## src/rtl/memory_port_arbiter.sv

```systemverilog
// Round-robin write arbiter with bounded bursts in front of a FIFO memory.
// Tracks occupancy, drives registered memory strobes and flags protocol errors.
//
//   state | meaning
//   IDLE  | no owner; grant the first requester after ptr when space exists
//   BURST | owner holds the port until it drops req or burst_cnt reaches MAX_BURST
module memory_port_arbiter #(
    parameter int NUM_REQ   = 4,
    parameter int DATA_W    = 16,
    parameter int DEPTH     = 16,
    parameter int MAX_BURST = 4
) (
    input  logic                          clk,
    input  logic                          rst,
    input  logic [NUM_REQ-1:0]            req,
    input  logic [NUM_REQ*DATA_W-1:0]     din,
    output logic [NUM_REQ-1:0]            gnt,
    input  logic                          rd_req,
    output logic [DATA_W-1:0]             rd_data,
    output logic                          rd_valid,
    output logic                          mem_w,
    output logic                          mem_r,
    output logic [DATA_W-1:0]             mem_data_in,
    input  logic [DATA_W-1:0]             mem_data_out,
    input  logic                          mem_empty,
    input  logic                          mem_full,
    output logic [$clog2(DEPTH+1)-1:0]    count,
    output logic                          err
);

    localparam int IDX_W = (NUM_REQ > 1) ? $clog2(NUM_REQ) : 1;
    localparam int CW    = $clog2(DEPTH+1);
    localparam int BW    = $clog2(MAX_BURST+1);
    localparam logic [CW-1:0]    DEPTH_C = CW'(DEPTH);
    localparam logic [BW-1:0]    MAX_B   = BW'(MAX_BURST);
    localparam logic [IDX_W-1:0] LAST_I  = IDX_W'(NUM_REQ-1);

    typedef enum logic {IDLE, BURST} state_t;

    state_t              state, state_nxt;
    logic [IDX_W-1:0]    ptr, ptr_nxt;
    logic [IDX_W-1:0]    owner, owner_nxt;
    logic [BW-1:0]       burst_cnt, burst_nxt;
    logic [IDX_W-1:0]    gnt_idx;
    logic                grant;
    logic                space;
    logic                rd_issue;
    logic [IDX_W:0]      pick_idle, pick_rel;
    logic [DATA_W-1:0]   wr_word;

    // Nearest set bit after 'last' going upward with wrap; 'last' itself is checked last.
    function automatic logic [IDX_W:0] rr_pick(input logic [NUM_REQ-1:0] r,
                                               input logic [IDX_W-1:0] last);
        logic [IDX_W:0] res;
        int             j;
        res = '0;
        for (int k = NUM_REQ; k >= 1; k--) begin
            j = (int'(last) + k) % NUM_REQ;
            if (r[IDX_W'(j)]) res = {1'b1, IDX_W'(j)};
        end
        return res;
    endfunction

    assign space     = (count < DEPTH_C);
    assign rd_issue  = rd_req && (count != '0);
    assign pick_idle = rr_pick(req, ptr);
    // Scanning from owner+1 leaves the owner as the final candidate, so it only wins when alone.
    assign pick_rel  = rr_pick(req, owner);

    always_comb begin
        state_nxt = state;
        ptr_nxt   = ptr;
        owner_nxt = owner;
        burst_nxt = burst_cnt;
        grant     = 1'b0;
        gnt_idx   = owner;
        case (state)
            IDLE: begin
                if (space && pick_idle[IDX_W]) begin
                    grant     = 1'b1;
                    gnt_idx   = pick_idle[IDX_W-1:0];
                    owner_nxt = pick_idle[IDX_W-1:0];
                    burst_nxt = BW'(1);
                    state_nxt = BURST;
                end
            end
            BURST: begin
                if (!space) begin
                    state_nxt = BURST;
                end else if (req[owner] && (burst_cnt < MAX_B)) begin
                    grant     = 1'b1;
                    burst_nxt = burst_cnt + 1'b1;
                end else begin
                    ptr_nxt = owner;
                    if (pick_rel[IDX_W]) begin
                        grant     = 1'b1;
                        gnt_idx   = pick_rel[IDX_W-1:0];
                        owner_nxt = pick_rel[IDX_W-1:0];
                        burst_nxt = BW'(1);
                    end else begin
                        burst_nxt = '0;
                        state_nxt = IDLE;
                    end
                end
            end
            default: state_nxt = IDLE;
        endcase
    end

    // Reset gates the combinational grant so it reads 0 while rst is low.
    assign gnt     = (grant && rst) ? (NUM_REQ'(1) << gnt_idx) : '0;
    assign wr_word = din[gnt_idx*DATA_W +: DATA_W];

    always_ff @(posedge clk or negedge rst) begin
        if (!rst) begin
            state       <= IDLE;
            ptr         <= LAST_I;
            owner       <= '0;
            burst_cnt   <= '0;
            count       <= '0;
            mem_w       <= 1'b0;
            mem_r       <= 1'b0;
            mem_data_in <= '0;
            rd_valid    <= 1'b0;
            rd_data     <= '0;
            err         <= 1'b0;
        end else begin
            state     <= state_nxt;
            ptr       <= ptr_nxt;
            owner     <= owner_nxt;
            burst_cnt <= burst_nxt;
            mem_w     <= grant;
            if (grant) mem_data_in <= wr_word;
            mem_r     <= rd_issue;
            rd_valid  <= mem_r;
            if (mem_r) rd_data <= mem_data_out;
            if (grant && !rd_issue)      count <= count + 1'b1;
            else if (!grant && rd_issue) count <= count - 1'b1;
            err <= err | (mem_w & mem_full) | (mem_r & mem_empty);
        end
    end

endmodule
```

## config.mk

```make
export PLATFORM = sky130hd
export DESIGN_NAME = memory_port_arbiter
export DESIGN_NICKNAME = d
export VERILOG_FILES = /design/src/rtl/memory_port_arbiter.sv
export SDC_FILE = /design/constraint.sdc
export NUM_CORES = 1
export LEC_CHECK = 0
export ABC_AREA = 1
export CORE_AREA = 2 2 78 117
export CTS_CLUSTER_DIAMETER = 100
export DETAILED_ROUTE_END_ITERATION = 10
export DIE_AREA = 0 0 80 119
export PLACE_DENSITY = 0.85
export SLEW_MARGIN = 5
export SYNTH_ARGS = -nofsm -noshare
export SYNTH_HDL_FRONTEND = slang
export SYNTH_SLANG_ARGS = --single-unit
```

## constraint.sdc

```tcl
create_clock -name clk -period 2.09 [get_ports clk]
set_input_delay 0.3135 -clock clk [delete_from_list [all_inputs] [get_ports clk]]
set_output_delay 0.3135 -clock clk [all_outputs]
set_load 0.05 [all_outputs]
```

==> summary.txt <==
Detailed routing
  – 1st-pass router iterations: 7
  – WL final: about 11,000 um
  – Drt wl/cell: ~15 um
  – Vias: 3,800
  – Via-to-Cell Ratio: around 5
  – Number of remaining DRC errors: 0
  – Antenna Nets Post-Route: 0
  – Number of DRC markers in iteration 0: 323

Timing
  – Measured slew at the worst slew-check pin: 0.7180 ns
  – Hold WS: approximately 0.18 ns
  – Pins over their slew limit: 0
  – Max Clk Rate: between 0.3 and 0.4 GHz
  – Final hold vios: 0
  – # setup viols final: 21
  – RSZ-0062 raised after global routing: true
  – Post-route clock period utilization: 123.4%
  – Max-slew headroom: approximately 52%
  – Worst clock skew: about 0.0081 ns
  – Period minus WS final: 2.579 ns
  – PnR worst setup slack: -0.4886 ns

Clocking
  – CTS Buf Count: 5
  – H-tree Lvls: 2
  – TritonCTS clock tree: done
  – Hold bufs inserted after CTS: 0
  – Clock latency at the later pin of the worst-skew pair: 0.30 ns
  – Clock buffer depth: 2
  – TritonCTS Sinks: 49
  – Clk pin slew, worst setup/hold paths: roughly 0.070 ns
  – Clock Tree Root: clkbuf_16

Yosys
  – Synth area leader: dfrtp_1
  – Synth area leaders: dfrtp_1, nand2_1, nand4_1
  – Ys flop type: dfrtp_1
  – Synthesized area per cell: roughly 7.1 sq um
  – Post-synthesis cell area: ~3200 sq um
  – Async set-reset flop share out of synthesis: 100.0%
  – Synth Warn #: 0
  – Syn nets: between 500 and 600
  – Post-synthesis cell count: approximately 460
  – Synth top area share: 36.45%
  – Register area share after synthesis: about two fifths
  – List of most frequent post-synthesis cells: nand2_1, dfrtp_1, nand4_1
  – Yosys reg bits: between 40 and 50
  – Synth cell types: 34
  – Post-synth EDFFs: 0
  – Most numerous cell in the Yosys netlist: nand2_1

Placement
  – Buffers added on ports: between 100 and 150
  – Placed insts: 711
  – Gp weighted congestion: approximately 0.9
  – Detailed placement HPWL: about 8300 um

Global route
  – First-pass GRT wire length: roughly 18,000 um
  – Vias in the first global route: between 3,000 and 4,000
  – Grt total ovfl: 0
  – Pin count of the biggest net entering global routing: 50
  – Initial antenna violation count: 0
  – Total GRT Usage: between 20% and 30%

Worst hold path
  – Hold crit path type: primary input to async pin

Worst setup path
  – Critical Path Slowest Stage Cell: dfrtp_2
  – Crit path capture type: primary output
  – Max incr delay on CP: ~0.46 ns
  – CP startpoint kind: register
  – CP max FO: 6
  – Worst Reg-to-Reg Cells: 20
  – Crit-path most repeated cell: nand3_1
  – Critical Path RT: around 1.8 ns
  – Cell Chain, Critical Path: buf_4 -> o21ai_2 -> nand2_1 -> nand3_1 -> nand3_1 -> nand3_1 -> nand3_1 -> nand2_1 -> buf_4 -> a21oi_4 -> nor3_4 -> buf_12
  – CP arrival: ~2.3 ns
  – CP delay by family, top: simple AND/OR/NAND/NOR gates
  – Buf/Inv on CP: 3
  – Critical path depth in cells: 12
  – Setup CP Type: register to primary output

Pwr
  – Peak supply drop: roughly 1.3 mV
  – Leakage: ~0.0027 uW
  – Power Dens Cells: between 1500 and 2000 nW/um^2

Final layout
  – Nets: roughly 720
  – Layout cells sized above 1: a little over a quarter
  – Filler cells: just over 700
  – P&R area growth vs syn: 68.98%
  – Finished Layout Cells: roughly 740
  – Antenna Cells: 0

Floorplan
  – Die Area: 9520 sq um
  – Rows: 42
  – Die Wd: 80 um
  – Die Height: around 120 um
  – I/O pins: between 100 and 150
  – Core area: roughly 8600 sq um
  – Starting density of the core: 37.44%

Run status
  – Failing checks: setup timing
  – Status: finished, violations left

Run
  – Max cap viols: 0
## path summary, 6_finish.rpt
path	startpoint	to	slack (ns)
min	rst	state	0.18
max in group asynchronous	rst	owner[0]	1.45
min reg2reg	mem_data_in[9]	mem_data_in[9]	0.49
min in group clk	mem_data_in[9]	mem_data_in[9]	0.49
max	owner[0]	gnt[3]	-0.49
max reg2reg	ptr[0]	mem_data_in[9]	-0.17
## worst register-to-register path: stages, from the launching register on
cell and delay, ns:
dfstp_2 0.55, buf_6 0.14, inv_8 0.06, nand2_2 0.06, nand2_2 0.06, nand2_1 0.09, nand2_1 0.07, inv_2 0.07
nand3_2 0.07, nand2_1 0.06, inv_1 0.04, nand2_2 0.09, nand3_4 0.12, buf_4 0.17, buf_12 0.14, nand2_1 0.06
nand2_1 0.06, nand2_1 0.06, nand2_1 0.05, nand2_1 0.06, nand2_1 0.05
## per-stage QoR
| stage | utilization, % | setup TNS [ns] | power, uW | setup slack (ns) | area, sq um |
|---|---|---|---|---|---|
| 2_1_floorplan | - | -0.6709 | 6064 | -0.1484 | 3398 |
| 4_1_cts | 61.88 | -2.804 | 9150 | -0.4114 | 5333 |
| 3_5_place_dp | 58.06 | -9.261 | 7935 | -0.4486 | 5004 |
| 3_3_place_gp | 58.06 | -6.253 | 7709 | -0.3310 | 5004 |
| 6_report | 63.27 | -3.589 | 9507 | -0.4886 | 5453 |
| 5_1_grt | 63.27 | -6.491 | 10200 | -0.5590 | 5453 |
## per-layer routing
layer	GRT usage, %	vias to the layer above	wire length (um)
met2	42.71	167	6171
met1	26.81	1781	4223
met3	3.182	37	555
li1	-	1815	-
met5	0	-	0
met4	11.02	0	471
## logic make-up after synthesis
family                   count (synthesis)  share of synthesized area [%]
adder cells (fa/ha/maj)                  7                          2.947
AO/OA/AOI/OAI                           16                          3.374
multiplexers                            16                          5.583
flip-flops                              49                          38.08
AND/OR/NAND/NOR                        315                          41.72
XOR/XNOR                                 3                         0.8144
buffers and inverters                   49                          7.483
## report_power, final
part,switching [uW],internal (uW)
registers,296,1330
clock network,381,446
logic,4240,2810
total,4920,4590
## sequential cells by signal (all words and copies together) (netlist names)
register / flops
owner: 2
err: 1
burst_cnt: 3
state: 1
rd_valid: 1
ptr: 2
mem_data_in: 16
mem_w: 1
count: 5
rd_data: 16
mem_r: 1
## what timing repair did
item | in CTS | in global routing
buffers inserted | 10 | 10
resized for setup | 40 | 27
endpoints found under the hold margin | 0 | 0
setup endpoints to repair | 22 | 23
pin swaps | 20 | 23
cloned | 0 | 0
## layout by cell type (no fill, tap or decap), drive strengths merged, types with 2 or more instances in the layout
cell	count
mux2	16
nand4	33
nand3	20
nor3	5
xor2	2
nand2	244
ha	6
clkbuf	9
o21ai	7
buf	62
a21oi	4
clkdlybuf4s50	123
dfstp	2
dfrtp	47
nor2	11
inv	27
## cell type report
| class | count | area (sq um) | area share [%] |
|---|---|---|---|
| repair buffers | 189 | 1815 | 33.30 |
| well taps | 110 | 137.6 | 2.524 |
| clock buffers | 5 | 125.1 | 2.295 |
| flip-flops and latches | 49 | 1236 | 22.67 |
| clock inverters | 3 | 21.27 | 0.3901 |
| inverters | 26 | 120.1 | 2.203 |
| multi-input cells | 357 | 1997 | 36.62 |
Note: power is estimated with default switching activity, not from simulation.
